--- src/rtl/imem_loader.sv ---
// Instruction-memory loader: assembles a big-endian byte stream into 32-bit
// words and writes them to consecutive word addresses from 0. The CPU is
// held in reset (cpu_hold) while a load is in progress.
module imem_loader #(
    parameter int unsigned ADDR_W  = 10,
    parameter logic [31:0] BASE_PC = 32'h00003000
) (
    input  logic              clk,
    input  logic              reset,
    input  logic              start,
    input  logic [ADDR_W:0]   len_words,
    input  logic              abort,
    input  logic              in_valid,
    input  logic [7:0]        in_byte,
    output logic              in_ready,
    output logic              we,
    output logic [ADDR_W-1:0] waddr,
    output logic [31:0]       wdata,
    output logic              busy,
    output logic              cpu_hold,
    output logic              done,
    output logic              err,
    output logic [31:0]       load_base
);

    typedef enum logic [1:0] {StIdle, StRecv, StWrite, StDone} state_e;

    // Largest legal length: a full memory of 2^ADDR_W words.
    localparam logic [ADDR_W:0] MaxLen = {1'b1, {ADDR_W{1'b0}}};
    localparam logic [ADDR_W:0] OneW   = {{ADDR_W{1'b0}}, 1'b1};

    state_e          state_q;
    logic [ADDR_W:0] len_q;
    logic [ADDR_W:0] idx_q;
    logic [1:0]      cnt_q;
    logic [23:0]     shift_q;   // first three bytes of the word being assembled
    logic [ADDR_W:0] idx_next;

    assign idx_next  = idx_q + OneW;
    assign load_base = BASE_PC;

    // Loader FSM with registered outputs.
    always_ff @(posedge clk) begin
        if (reset) begin
            state_q  <= StIdle;
            len_q    <= '0;
            idx_q    <= '0;
            cnt_q    <= '0;
            shift_q  <= '0;
            in_ready <= 1'b0;
            we       <= 1'b0;
            waddr    <= '0;
            wdata    <= '0;
            busy     <= 1'b0;
            cpu_hold <= 1'b0;
            done     <= 1'b0;
            err      <= 1'b0;
        end else begin
            // Single-cycle pulses default low.
            we   <= 1'b0;
            done <= 1'b0;
            err  <= 1'b0;
            case (state_q)
                StIdle: begin
                    // Start has priority over a coincident abort, which is ignored here.
                    if (start) begin
                        if (len_words == '0) begin
                            state_q <= StDone;
                            done    <= 1'b1;
                        end else if (len_words > MaxLen) begin
                            err <= 1'b1;
                        end else begin
                            len_q    <= len_words;
                            idx_q    <= '0;
                            cnt_q    <= '0;
                            state_q  <= StRecv;
                            in_ready <= 1'b1;
                            busy     <= 1'b1;
                            cpu_hold <= 1'b1;
                        end
                    end
                end
                StRecv: begin
                    if (abort) begin
                        // Partial word is dropped.
                        state_q  <= StIdle;
                        cnt_q    <= '0;
                        in_ready <= 1'b0;
                        busy     <= 1'b0;
                        cpu_hold <= 1'b0;
                    end else if (in_valid && in_ready) begin
                        shift_q <= {shift_q[15:0], in_byte};
                        cnt_q   <= cnt_q + 2'd1;
                        if (cnt_q == 2'd3) begin
                            wdata    <= {shift_q, in_byte};
                            waddr    <= idx_q[ADDR_W-1:0];
                            we       <= 1'b1;
                            in_ready <= 1'b0;
                            state_q  <= StWrite;
                        end
                    end
                end
                StWrite: begin
                    // The write itself has already been presented this cycle.
                    idx_q <= idx_next;
                    cnt_q <= '0;
                    if (abort) begin
                        state_q  <= StIdle;
                        busy     <= 1'b0;
                        cpu_hold <= 1'b0;
                    end else if (idx_next == len_q) begin
                        state_q  <= StDone;
                        done     <= 1'b1;
                        busy     <= 1'b0;
                        cpu_hold <= 1'b0;
                    end else begin
                        state_q  <= StRecv;
                        in_ready <= 1'b1;
                    end
                end
                StDone: begin
                    state_q <= StIdle;
                end
                default: begin
                    state_q <= StIdle;
                end
            endcase
        end
    end

endmodule

--- config.mk ---
export PLATFORM = sky130hd
export DESIGN_NAME = imem_loader
export DESIGN_NICKNAME = d
export VERILOG_FILES = /design/src/rtl/imem_loader.sv
export SDC_FILE = /design/constraint.sdc
export NUM_CORES = 1
export LEC_CHECK = 0
export CORE_UTILIZATION = 50
export CTS_CLUSTER_SIZE = 40
export DETAILED_ROUTE_END_ITERATION = 10
export PLACE_DENSITY = 0.85
export SYNTH_ARGS = -nofsm -noshare
export SYNTH_HDL_FRONTEND = slang
export SYNTH_SLANG_ARGS = --single-unit
--- constraint.sdc ---
create_clock -name clk -period 3.65 [get_ports clk]
set_input_delay 0.73 -clock clk [delete_from_list [all_inputs] [get_ports clk]]
set_output_delay 0.73 -clock clk [all_outputs]
set_load 0.005 [all_outputs]
* Word level (Yosys, flattened, before mapping)
Index checks and enable logic that the tools add are counted.
Storage, ports and cells: register bits after elaboration 97, input port bits 24, output and inout bits 80, word-level logic and storage cells 91
Cells by class: $add $sub $neg 2, $lt $le $gt $ge 1, eq/ne operators 15, multiplexer cells 39, bitwise operators 7, reductions and logical operators 15
Operators with widths (count):
- $mux W11 | 3
- $mux W2 | 13
- $pmux W11 S2 | 1
- $mux W1 | 17
- $reduce_and A4 Y1 | 4
- $ne A2 B2 Y1 const B | 6
- $ne A3 B3 Y1 const B | 4
- $add A11 B1 Y11 const B | 1
- $eq A11 B11 Y1 | 1
- $gt A11 B11 Y1 const B | 1
- $logic_not A11 Y1 | 1
- $pmux W2 S4 | 1
- $reduce_and A8 Y1 | 1
- $reduce_or A4 Y1 | 2
- $not A1 Y1 | 7
- $eq A2 B2 Y1 const B | 3
- $pmux W1 S3 | 2
- $pmux W2 S3 | 1
- $reduce_and A6 Y1 | 1
- $reduce_and A5 Y1 | 1
- $reduce_and A3 Y1 | 1
- $reduce_bool A3 Y1 | 1
- $add A2 B1 Y2 const B | 1
- $eq A2 B1 Y1 const B | 1
- other kinds (4) | 4

* Logic depth before layout (Yosys ltp)
Gate-level depths: netlist of run 1.
word-level depth 5, mapped depth 10, mapped depth without buffers 8

* Worst setup path before layout of run 1
OpenSTA, ideal clock, no wires.
path kind in2reg, from input len_words[6], to register in_ready, library setup time 0.121 ns, data arrival time 2.640 ns, required time 3.529 ns, setup slack 0.890 ns, stages 7, path buffers 0, cell sequence or4_4 > or4_4 > a31oi_4 > or3_1 > nor2_1 > a21oi_1 > mux2_2
Between the ends: cells in the longest elaborated chain, start to end 3, elaborated cells between the ends (all ways) 5, those cells by class 1 x order compare; 2 x eq/ne; 2 x reduce/logical
Ends and longest elaborated chain:
- start: declaration | line 11 | input logic [ADDR_W:0] len_words,
- $gt A11 B11 Y1 or $logic_not A11 Y1 (tied branches) | line 70, 67
- $ne A2 B2 Y1 (no source line)
- $reduce_and A8 Y1 (no source line) *
- end signal: assignment | line 77 | in_ready <= 1'b1;
- end signal: assignment | line 88 | in_ready <= 1'b0;
- end signal: assignment | line 98 | in_ready <= 1'b0;
- end: declaration | line 15 | output logic in_ready,
Every way passes the cells marked *; elsewhere a longest branch is shown, timed or not. A chain may end at the register's enable or synchronous reset.

* Worst setup path after layout of run 1
from input len_words[0], to register idx_q[5]
Between the ends: cells in the longest elaborated chain, start to end 3, elaborated cells between the ends (all ways) 5, those cells by class 1 x order compare; 2 x eq/ne; 2 x reduce/logical
Ends and longest elaborated chain:
- $gt A11 B11 Y1 or $logic_not A11 Y1 (tied branches) | line 70, 67
- $ne A2 B2 Y1 (no source line)
- $reduce_and A4 Y1 (no source line) *
- end signal: assignment | line 105 | idx_q <= idx_next;
- end: declaration | line 34 | logic [ADDR_W:0] idx_q;
Marked as above.

==> flow_metrics.py, run 1 <==
metrics = {
    "status": {
        "run_status": "completed",
    },
    "sta": {
        "timing.final.crit_share_pct": 84.1,
        "setup-violations-final": 0,
        "worst-slew-pin-transition_ns": 0.779,
        "fin_setup_tns_ns": 0,
        "final.min_clock_period_ns": 3.07,
        "fin_hold_viols": 0,
        "grt_setup_unrepaired": "no",
        "worst_slew_margin_rel_pct": 48.1,
        "finClkSkew_ns": 0.0122,
        "fmax_ghz": 0.326,
        "timing.final.max_slew_violations": 0,
    },
    "final_layout": {
        "layout-area-overhead-vs-synth_pct": 17.0,
        "insertedDiodeCount": 0,
        "utilization_pct": 61.9,
        "fillerInstances": 709,
        "regArea_um2": 1940,
        "nets": 629,
        "multi_input_area_um2": 2130,
        "share_of_final_layout_standard_cells_stronger_than_drive_strength_1_pct": 6.29,
    },
    "route": {
        "vias_per_cell": 5.26,
        "finalWirelength_mm": 9.41,
        "detailroute.via_count": 3731,
        "drt.antenna.violating_nets": 0,
        "detailedRoute.firstPassIterationCount": 4,
        "drt_drc_violations_left": 0,
        "drt_first_iter_violations": 197,
        "wire_per_inst_um": 13.3,
    },
    "grt": {
        "busiest_layer": "met2",
        "groute.usage.overall_pct": 21.5,
        "grt_antenna_before_repair": 0,
        "wire_length_of_the_first_global_routing_pass_mm": 15.5,
        "met2_global_route_usage_pct": 36.3,
        "grt_pass1_vias": 3381,
        "global_route.usage.met3_pct": 4.27,
        "globalRouteOverflowTotal": 0,
        "grt.met1_usage_pct": 26.7,
        "grt_start_max_net_pins": 60,
    },
    "setup_path": {
        "timing_worst_setup_path_type": "in -> reg",
        "worst_setup_path_start_kind": "primary input",
        "ff2ff_path_depth": 8,
        "worstSetupPathDepth": 8,
        "critical_path.reg2reg.endpoint": "cpu_hold",
        "crit_path_buf_inv_count": 1,
        "critical_path_required_ns": 3.86,
        "critical_path.slowest_cell": "or4_1",
        "beginning_of_the_worst_register_to_register_path": "idx_q[1]",
        "crit_path_max_fanout": 12,
        "worst_setup_path_end_kind": "register",
        "critPathTopFamily": "simple AND/OR/NAND/NOR gates",
        "critical_path.endpoint": "idx_q[5]",
        "cp-startpoint": "len_words[0]",
        "arrival_ns": 3.28,
        "slowest_delay_ns": 0.63,
        "path_cells": "clkdlybuf4s50_1, or4_1, or4_4, a31oi_4, nand2b_1, a21oi_1, o21ai_0, a21oi_1",
        "path_common_cell": "a21oi_1",
        "worst-r2r-setup-slack_ns": 0.58,
    },
    "flow_run": {
        "cap_violations": 0,
    },
    "yosys": {
        "async_flop_share_pct": 0,
        "synth.largest_area_cell": "dfxtp_1",
        "primary_flip_flop_cell_chosen_by_synthesis_mapping": "dfxtp_1",
        "syn-mean-instance-area_um2": 8.06,
        "synth_seq_cells": 97,
        "ys_seq_area_share_pct": 43.8,
        "commonest_cells_in_the_synthesized_netlist": "146 x nand2_1, 97 x dfxtp_1, 88 x a21oi_1",
        "synth_cell_types": 52,
        "synthesis.instances": 550,
        "top_post_synthesis_cells_by_area": "dfxtp_1 44%, nand2_1 12%, a21oi_1 9.9%, buf_4 6.4%, mux2i_1 2.5%",
        "yosysWarningCount": 0,
        "post_synth_instance_area_um2": 4430,
        "synth.most_common_cell": "nand2_1",
        "synth_largest_type_area_fraction_pct": 43.8,
        "synth_enable_flop_cells": 0,
    },
    "cts": {
        "post-cts-setup-buffers": 0,
        "clk_pin_slew_ns": 0.09,
        "cts.sinks": 97,
        "cts_root_buf": "clkbuf_8",
        "cts_resized": 0,
        "cts-buffers-inserted": 9,
        "htree_levels": 3,
        "clkLatencyLatePin_ns": 0.36,
        "cts_hold_buffers": 0,
        "clk_path_buf_depth": 2,
        "cts_tree": "yes",
    },
    "floorplanning": {
        "pin_count": 104,
        "floorplan.initialDensity_pct": 52.9,
        "die_x_um": 96.2,
        "floorplan.die.height_um": 96.2,
        "design.die.area_um2": 9250,
        "core_area_um2": 8380,
        "std_cell_rows": 33,
    },
    "placement": {
        "post-dp-hpwl_mm": 6.70,
        "gp_congestion": 0.849,
        "io_buffers": 71,
    },
    "power": {
        "static-leakage-power_nw": 1.80,
        "irDropWorstVdd_uv": 341,
        "power.density_cell_area_nw_per_um2": 427,
    },
    "min_path": {
        "hold_path.class": "reg -> reg",
    },
}
[cell families after synthesis]
| group | synth area share, % |
|---|---|
| buf+inv | 10.8 |
| xor+xnor | 2.77 |
| simple gates | 22.4 |
| other cells | 0.169 |
| fa+ha+maj | 1.69 |
| flops | 43.8 |
| compound gates | 15.4 |
| mux | 2.99 |
[worst reg2reg max path: cells and delay by family, from the launching register on]
family,cells,cell delay [ns]
compound gates,2,0.63
fa+ha+maj,1,0.42
simple gates,4,1.09
mux,1,0.35
flops,1,0.46
[routing by layer]
metal / routed length [um] / share of wire, % / vias up
met5: 0 / 0 / -
met1: 4200 / 45 / 1709
met4: 196 / 2.1 / 0
met3: 473 / 5.0 / 21
li1: - / - / 1862
met2: 4540 / 48 / 139
[cell type report]
| type | count | area share [%] |
|---|---|---|
| multi-input cells | 408 | 41.0 |
| flip-flops and latches | 97 | 37.4 |
| inverters | 4 | 0.289 |
| clock inverters | 7 | 1.40 |
| well taps | 105 | 2.53 |
| repair buffers | 79 | 15.0 |
| clock buffers | 9 | 2.39 |
[registers in the layout, summed over array words and instances (netlist names), 2 cells and up]
signal	count
len_q	11
state_q	2
shift_q	24
waddr	10
cnt_q	2
wdata	32
idx_q	11
[report_power, final]
| part | internal [W] | total [W] | switching, W |
|---|---|---|---|
| clock network | 0.000268 | 0.000674 | 0.000406 |
| logic | 0.000183 | 0.000411 | 0.000228 |
| registers | 0.00109 | 0.00113 | 0.0000354 |
[cell usage in the layout (no fill, tap or decap), types with 4 or more instances in the layout]
cell type	n
nor2_1	27
xnor2_1	9
inv_1	4
ha_1	6
and3_1	4
clkdlybuf4s50_1	70
a21oi_1	88
nand2_1	146
mux2i_1	11
or3_1	9
buf_4	7
clkbuf_8	9
nor3_1	6
nor2b_1	6
nand3_1	6
conb_1	32
xor2_1	5
o21ai_0	11
dfxtp_1	97
[worst min path at each step]
stage,slack (ns),to,startpoint,cells after the start
after floorplan,0.43,wdata[24],shift_q[16],2
after global placement,0.44,waddr[3],waddr[3],2
after detailed placement,0.45,waddr[8],waddr[8],2
after CTS,0.46,waddr[8],waddr[8],2
after global routing,0.48,waddr[4],waddr[4],2
final,0.46,waddr[3],waddr[3],2
[through the flow]
step	cell area [um^2]	total power [W]	setup slack (ns)	std cells	hold WS, ns
floorplan	4550	0.00147	0.890	580	0.432
global placement	4990	0.00154	0.336	693	0.443
detailed placement	4990	0.00156	0.243	693	0.446
CTS	5190	0.00223	0.603	709	0.460
global route	5190	0.00233	0.461	709	0.479
finish	5190	0.00221	0.582	709	0.456
Note: power is estimated with default switching activity, not from simulation.
==> run 2: changes to the inputs <==
Clock period 3.65 ns to 3.2 ns, I/O delays scaled along.
==> run 2 against run 1 <==
  * Sequential cell count is the same
  * Sequential share of layout area fell by 0.33 points
  * Clock skew shrank 0.0022 ns
  * Sequential power rose by 14%
  * Critical path depth unchanged
  * Register-to-register slack got worse by 0.15 ns
  * Worst setup slack lost 0.31 ns
  * Highest routed layer unchanged
==> flow_metrics.py, run 2 (same netlist as run 1, synthesis figures left out) <==
metrics = {
    "status": {
        "run_status": "completed",
    },
    "cts": {
        "cts-buffers-inserted": 9,
        "clkLatencyLatePin_ns": 0.37,
        "clk_path_buf_depth": 2,
        "cts_root_buf": "clkbuf_8",
        "cts.sinks": 97,
        "htree_levels": 3,
        "cts_tree": "yes",
        "post-cts-setup-buffers": 0,
        "cts_resized": 0,
        "clk_pin_slew_ns": 0.09,
        "cts_hold_buffers": 0,
    },
    "route": {
        "drt.antenna.violating_nets": 0,
        "detailroute.via_count": 3829,
        "detail_route.wirelength.met1_mm": 4.09,
        "detailedRoute.firstPassIterationCount": 5,
        "vias_per_cell": 5.36,
        "finalWirelength_mm": 9.67,
        "drt_first_iter_violations": 194,
        "top_signal_layer_used": "met4",
        "route.met2.wl_mm": 4.84,
        "drt_drc_violations_left": 0,
        "wire_per_inst_um": 13.5,
        "met3_wirelength_um": 559,
    },
    "floorplanning": {
        "floorplan.initialDensity_pct": 52.9,
        "std_cell_rows": 33,
        "pin_count": 104,
        "core_area_um2": 8380,
        "floorplan.die.height_um": 96.2,
        "die_x_um": 96.2,
        "design.die.area_um2": 9250,
    },
    "power": {
        "irDropWorstVdd_uv": 395,
        "static-leakage-power_nw": 1.83,
        "post-layout-total-power_w": 0.00257,
        "power.density_cell_area_nw_per_um2": 490,
    },
    "sta": {
        "timing.final.max_slew_violations": 0,
        "worst_slew_margin_rel_pct": 49.6,
        "fin_hold_viols": 0,
        "fmax_ghz": 0.341,
        "worst-slew-pin-transition_ns": 0.736,
        "fin_setup_tns_ns": 0,
        "final.min_clock_period_ns": 2.93,
        "grt_setup_unrepaired": "no",
        "timing.final.crit_share_pct": 91.5,
        "finClkSkew_ns": 0.00998,
        "setup-violations-final": 0,
    },
    "setup_path": {
        "crit_path_max_fanout": 12,
        "beginning_of_the_worst_register_to_register_path": "idx_q[1]",
        "critPathTopFamily": "simple AND/OR/NAND/NOR gates",
        "worst-r2r-setup-slack_ns": 0.43,
        "arrival_ns": 3.15,
        "crit_path_buf_inv_count": 1,
        "worst_setup_path_end_kind": "register",
        "path_common_cell": "or4_4",
        "critical_path.slowest_cell": "or4_4",
        "path_cells": "clkdlybuf4s50_1, or4_4, or4_4, a31oi_4, nand2b_1, nor2_1, o21ai_0, a21oi_1",
        "critical_path_required_ns": 3.42,
        "worst_setup_path_start_kind": "primary input",
        "slowest_delay_ns": 0.57,
        "cp-startpoint": "len_words[6]",
        "timing_worst_setup_path_type": "in -> reg",
    },
    "placement": {
        "gp_congestion": 0.904,
        "dpl.cell_count": 699,
        "io_buffers": 71,
        "post-dp-hpwl_mm": 6.91,
    },
    "final_layout": {
        "layout-area-overhead-vs-synth_pct": 18.1,
        "finish.cell_count_without_fillers": 715,
        "utilization_pct": 62.5,
        "layout.cells.most_common": "nand2_1",
        "share_of_final_layout_standard_cells_stronger_than_drive_strength_1_pct": 7.21,
        "insertedDiodeCount": 0,
        "biggest_register": "wdata",
        "commonest_cells_after_routing_fill_and_taps_aside": "146 x nand2_1, 97 x dfxtp_1, 88 x a21oi_1",
        "largest_register_ffs": 32,
        "nets": 635,
        "reg_top3": "wdata (32), shift_q (24)",
    },
    "min_path": {
        "worst_hold_startpoint": "waddr[0]",
        "hold_path.class": "reg -> reg",
    },
    "grt": {
        "grt_start_max_net_pins": 60,
        "groute.usage.overall_pct": 22.3,
        "globalRouteOverflowTotal": 0,
        "grt_antenna_before_repair": 0,
        "wire_length_of_the_first_global_routing_pass_mm": 16.0,
        "grt_pass1_vias": 3498,
    },
    "flow_run": {
        "cap_violations": 0,
    },
}
==> run 2: cell count changes in the layout (fill, tap and decap cells not counted), sizes merged <==
cell,before,now
clkinvlp,1,0
buf,9,15
clkinv,3,4
==> run 2: cell type report <==
| type | count | area (um^2) |
|---|---|---|
| flip-flops and latches | 97 | 1940 |
| multi-input cells | 408 | 2130 |
| well taps | 105 | 131 |
| inverters | 4 | 15.0 |
| clock buffers | 9 | 124 |
| fillers | 717 | 3150 |
| clock inverters | 7 | 73.8 |
| repair buffers | 85 | 823 |
==> run 2: metrics by stage <==
step           area [um^2]  hold slack, ns  setup WS [ns]
6_report              5240           0.457          0.271
3_5_place_dp          5040           0.445        -0.0763
2_1_floorplan         4550           0.432          0.530
4_1_cts               5240           0.460          0.301
5_1_grt               5240           0.479          0.175
3_3_place_gp          5040           0.442        -0.0154
==> run 2: worst reg2reg max path, delay by kind of cell (launching register included) <==
kind,cells,cell delay [ns]
compound gates,2,0.61
simple gates,4,1.03
fa+ha+maj,1,0.22
mux,1,0.34
flops,1,0.46
==> run 2: layer usage <==
metal | up-vias | GRT usage, %
met5 | - | 0
met4 | 0 | 8.46
met3 | 18 | 4.42
met2 | 157 | 38.2
met1 | 1779 | 27.4
li1 | 1875 | -
==> run 2: power breakdown <==
group	leakage, nW	switching [W]	total (W)	internal [W]
sequential	0.783	0.0000390	0.00129	0.00125
clock	0.101	0.000467	0.000774	0.000307
combinational	0.945	0.000276	0.000506	0.000230
total	1.83	0.000783	0.00257	0.00178
==> run 2: worst paths after layout <==
check,endpoint,cells after the start
hold / removal,waddr[0],2
setup reg to reg,cpu_hold,8
setup / recovery,idx_q[9],8
hold reg to reg,waddr[0],2
==> run 3: changes to the inputs <==
Settings changed: ABC_AREA from default to 1, CORE_UTILIZATION 50 to 40, PLACE_DENSITY 0.85 to 0.72.
Clock period 3.2 ns to 3.56 ns, I/O delays scaled along.
==> run 3 against run 2 <==
  * Global-route usage fell by 3.3 points
  * Total power shrank 3.8%
  * Highest routed layer unchanged
  * Synthesized cell count rose by 7.6%
  * Sequential power fell by 8%
  * Combinational power increased by 10%
  * Largest cell class unchanged
==> flow_metrics.py, run 3 <==
metrics = {
    "power": {
        "internal_power_w": 0.00167,
        "irDropWorstVdd_uv": 369,
        "power.density_cell_area_nw_per_um2": 474,
        "power.switching_w": 0.000796,
        "switching_share_pct": 32.2,
        "share_clk_of_total_power_pct": 29.1,
        "static-leakage-power_nw": 2.21,
        "seq_power_share_pct": 48.3,
        "combinationalPowerShare_pct": 22.6,
    },
    "placement": {
        "io_buffers": 71,
        "dpl.cell_count": 774,
        "gp_congestion": 0.811,
        "post-dp-hpwl_mm": 6.98,
        "preCtsSetupSlack_ns": 0.712,
    },
    "floorplanning": {
        "floorplan.die.height_um": 106,
        "die_x_um": 106,
        "floorplan.initialDensity_pct": 41.7,
        "core_area_um2": 10400,
        "design.die.area_um2": 11300,
        "pin_count": 104,
        "std_cell_rows": 37,
    },
    "final_layout": {
        "fillerInstances": 1024,
        "reg_top3": "wdata (32), shift_q (24)",
        "biggest_register": "wdata",
        "insertedDiodeCount": 0,
        "commonest_cells_after_routing_fill_and_taps_aside": "112 x nand2_1, 97 x dfxtp_1, 79 x nor2_1",
        "nets": 679,
        "layout.cells.most_common": "nand2_1",
        "finish.cell_count_without_fillers": 789,
        "layout-area-overhead-vs-synth_pct": 20.0,
        "largest_register_ffs": 32,
        "share_of_final_layout_standard_cells_stronger_than_drive_strength_1_pct": 7.35,
    },
    "cts": {
        "htree_levels": 3,
        "cts_hold_buffers": 0,
        "clkLatencyLatePin_ns": 0.37,
        "cts_root_buf": "clkbuf_8",
        "cts-buffers-inserted": 9,
        "cts.sinks": 97,
        "cts_tree": "yes",
        "clk_pin_slew_ns": 0.10,
        "cts_resized": 0,
        "post-cts-setup-buffers": 0,
        "clk_path_buf_depth": 2,
    },
    "status": {
        "run_status": "completed",
    },
    "yosys": {
        "commonest_cells_in_the_synthesized_netlist": "112 x nand2_1, 97 x dfxtp_1, 79 x nor2_1",
        "synth.largest_area_cell": "dfxtp_1",
        "synth_seq_cells": 97,
        "ys_seq_area_share_pct": 44.7,
        "synth.most_common_cell": "nand2_1",
        "synth_largest_type_area_fraction_pct": 44.7,
        "synth_enable_flop_cells": 0,
        "top_post_synthesis_cells_by_area": "dfxtp_1 45%, nand2_1 9.7%, o21ai_0 7.0%, nor2_1 6.8%, buf_4 5.9%",
        "synthesis.instances": 592,
        "syn-mean-instance-area_um2": 7.34,
        "async_flop_share_pct": 0,
        "synth_cell_types": 35,
        "post_synth_instance_area_um2": 4340,
        "yosysWarningCount": 0,
        "primary_flip_flop_cell_chosen_by_synthesis_mapping": "dfxtp_1",
    },
    "sta": {
        "finClkSkew_ns": 0.0118,
        "fin_setup_tns_ns": 0,
        "fin_hold_viols": 0,
        "setup-violations-final": 0,
        "timing.final.max_slew_violations": 0,
        "timing.final.ws_setup_ns": 1.09,
        "timing.final.crit_share_pct": 69.4,
        "grt_setup_unrepaired": "no",
        "fmax_ghz": 0.405,
        "worst_slew_margin_rel_pct": 51.2,
        "final.min_clock_period_ns": 2.47,
        "worst-slew-pin-transition_ns": 0.729,
    },
    "setup_path": {
        "worst_setup_path_end_kind": "register",
        "beginning_of_the_worst_register_to_register_path": "idx_q[1]",
        "cp-startpoint": "len_words[0]",
        "crit_path_max_fanout": 23,
        "critical_path_required_ns": 3.83,
        "timing_worst_setup_path_type": "in -> reg",
        "worst_setup_path_start_kind": "primary input",
        "arrival_ns": 2.74,
    },
    "grt": {
        "grt_start_max_net_pins": 82,
        "global_route.usage.met3_pct": 3.74,
        "groute.usage.overall_pct": 19.0,
        "globalRouteOverflowTotal": 0,
        "grt_pass1_vias": 3578,
        "met2_global_route_usage_pct": 28.2,
        "busiest_layer": "met2",
        "wire_length_of_the_first_global_routing_pass_mm": 17.1,
        "grt_antenna_before_repair": 0,
        "grt.met1_usage_pct": 26.6,
    },
    "route": {
        "drt_first_iter_violations": 208,
        "drt.antenna.violating_nets": 0,
        "wire_per_inst_um": 12.9,
        "detailedRoute.firstPassIterationCount": 4,
        "drt_drc_violations_left": 0,
        "detailroute.via_count": 3865,
        "vias_per_cell": 4.90,
        "finalWirelength_mm": 10.2,
    },
    "min_path": {
        "hold_path.class": "reg -> reg",
        "worst_hold_startpoint": "len_q[1]",
    },
    "flow_run": {
        "cap_violations": 0,
    },
}
## run 3: cell types whose count changed in the layout (fill, tap and decap cells not counted), moves of 6 or more
cell | before | now
a21oi_1 | 88 | 44
buf_4 | 13 | 3
inv_1 | 4 | 31
inv_2 | 0 | 9
mux2i_1 | 11 | 0
nand2_1 | 146 | 112
nand3_1 | 6 | 48
nand4_1 | 0 | 10
nor2_1 | 27 | 79
nor2b_1 | 6 | 0
o21ai_0 | 11 | 61
or3_1 | 9 | 0
xnor2_1 | 9 | 0
## run 3: cell families after synthesis
family	Yosys count	share of synthesized area (%)
AO/OA/AOI/OAI	113	13.7
buffers and inverters	99	11.6
other	2	0.173
flip-flops	97	44.7
XOR/XNOR	1	0.202
adder cells (fa/ha/maj)	6	1.73
AND/OR/NAND/NOR	274	27.9
## run 3: area by class of cell
cell class              count  area, um^2  share of cell area [%]
clock buffers              10         128                    2.45
clock inverters             5        62.6                    1.20
inverters                  40         150                    2.88
multi-input cells         426        2010                    38.5
flip-flops and latches     97        1940                    37.2
well taps                 136         170                    3.26
repair buffers             75         753                    14.4
## run 3: metrics by stage
stage | hold WS (ns) | area, um^2 | utilization (%) | total power [W]
final | 0.467 | 5220 | 50.1 | 0.00247
after global routing | 0.491 | 5220 | 50.1 | 0.00262
after CTS | 0.468 | 5220 | 50.1 | 0.00249
after detailed placement | 0.456 | 5020 | 48.2 | 0.00177
after global placement | 0.449 | 5020 | 48.2 | 0.00176
after floorplan | 0.436 | 4460 | - | 0.00163
## run 3: worst paths after layout
path,depth (start not counted),to,slack (ns)
worst max-delay path,10,cnt_q[0],1.09
worst min-delay path,2,len_q[1],0.47
worst max register to register,13,state_q[1],1.35
worst min register to register,2,len_q[1],0.47
## run 3: metal layers
| layer | vias to the layer above | share of wire (%) |
|---|---|---|
| met1 | 1752 | 49 |
| met2 | 122 | 44 |
| met4 | 0 | 2.7 |
| li1 | 1971 | - |
| met3 | 20 | 4.7 |
| met5 | - | 0 |
## run 3: power by group through the flow
| stage | Clock, W | Combinational [W] | Sequential, W |
|---|---|---|---|
| after floorplan | 0 | 0.000419 | 0.00121 |
| after global placement | 0 | 0.000542 | 0.00122 |
| after detailed placement | 0 | 0.000550 | 0.00122 |
| after CTS | 0.000742 | 0.000555 | 0.00119 |
| after global routing | 0.000786 | 0.000631 | 0.00120 |
| final | 0.000720 | 0.000559 | 0.00119 |
## run 3: worst max-delay path, cell delays in order
cell and delay (ns):
clkdlybuf4s50_1 0.41, or2_1 0.24, nor3_2 0.26, nand2_1 0.13, nand2_1 0.13, nand3_2 0.34, nand2_1 0.23, nand2_1 0.08
o21ai_0 0.15, nor2_1 0.05
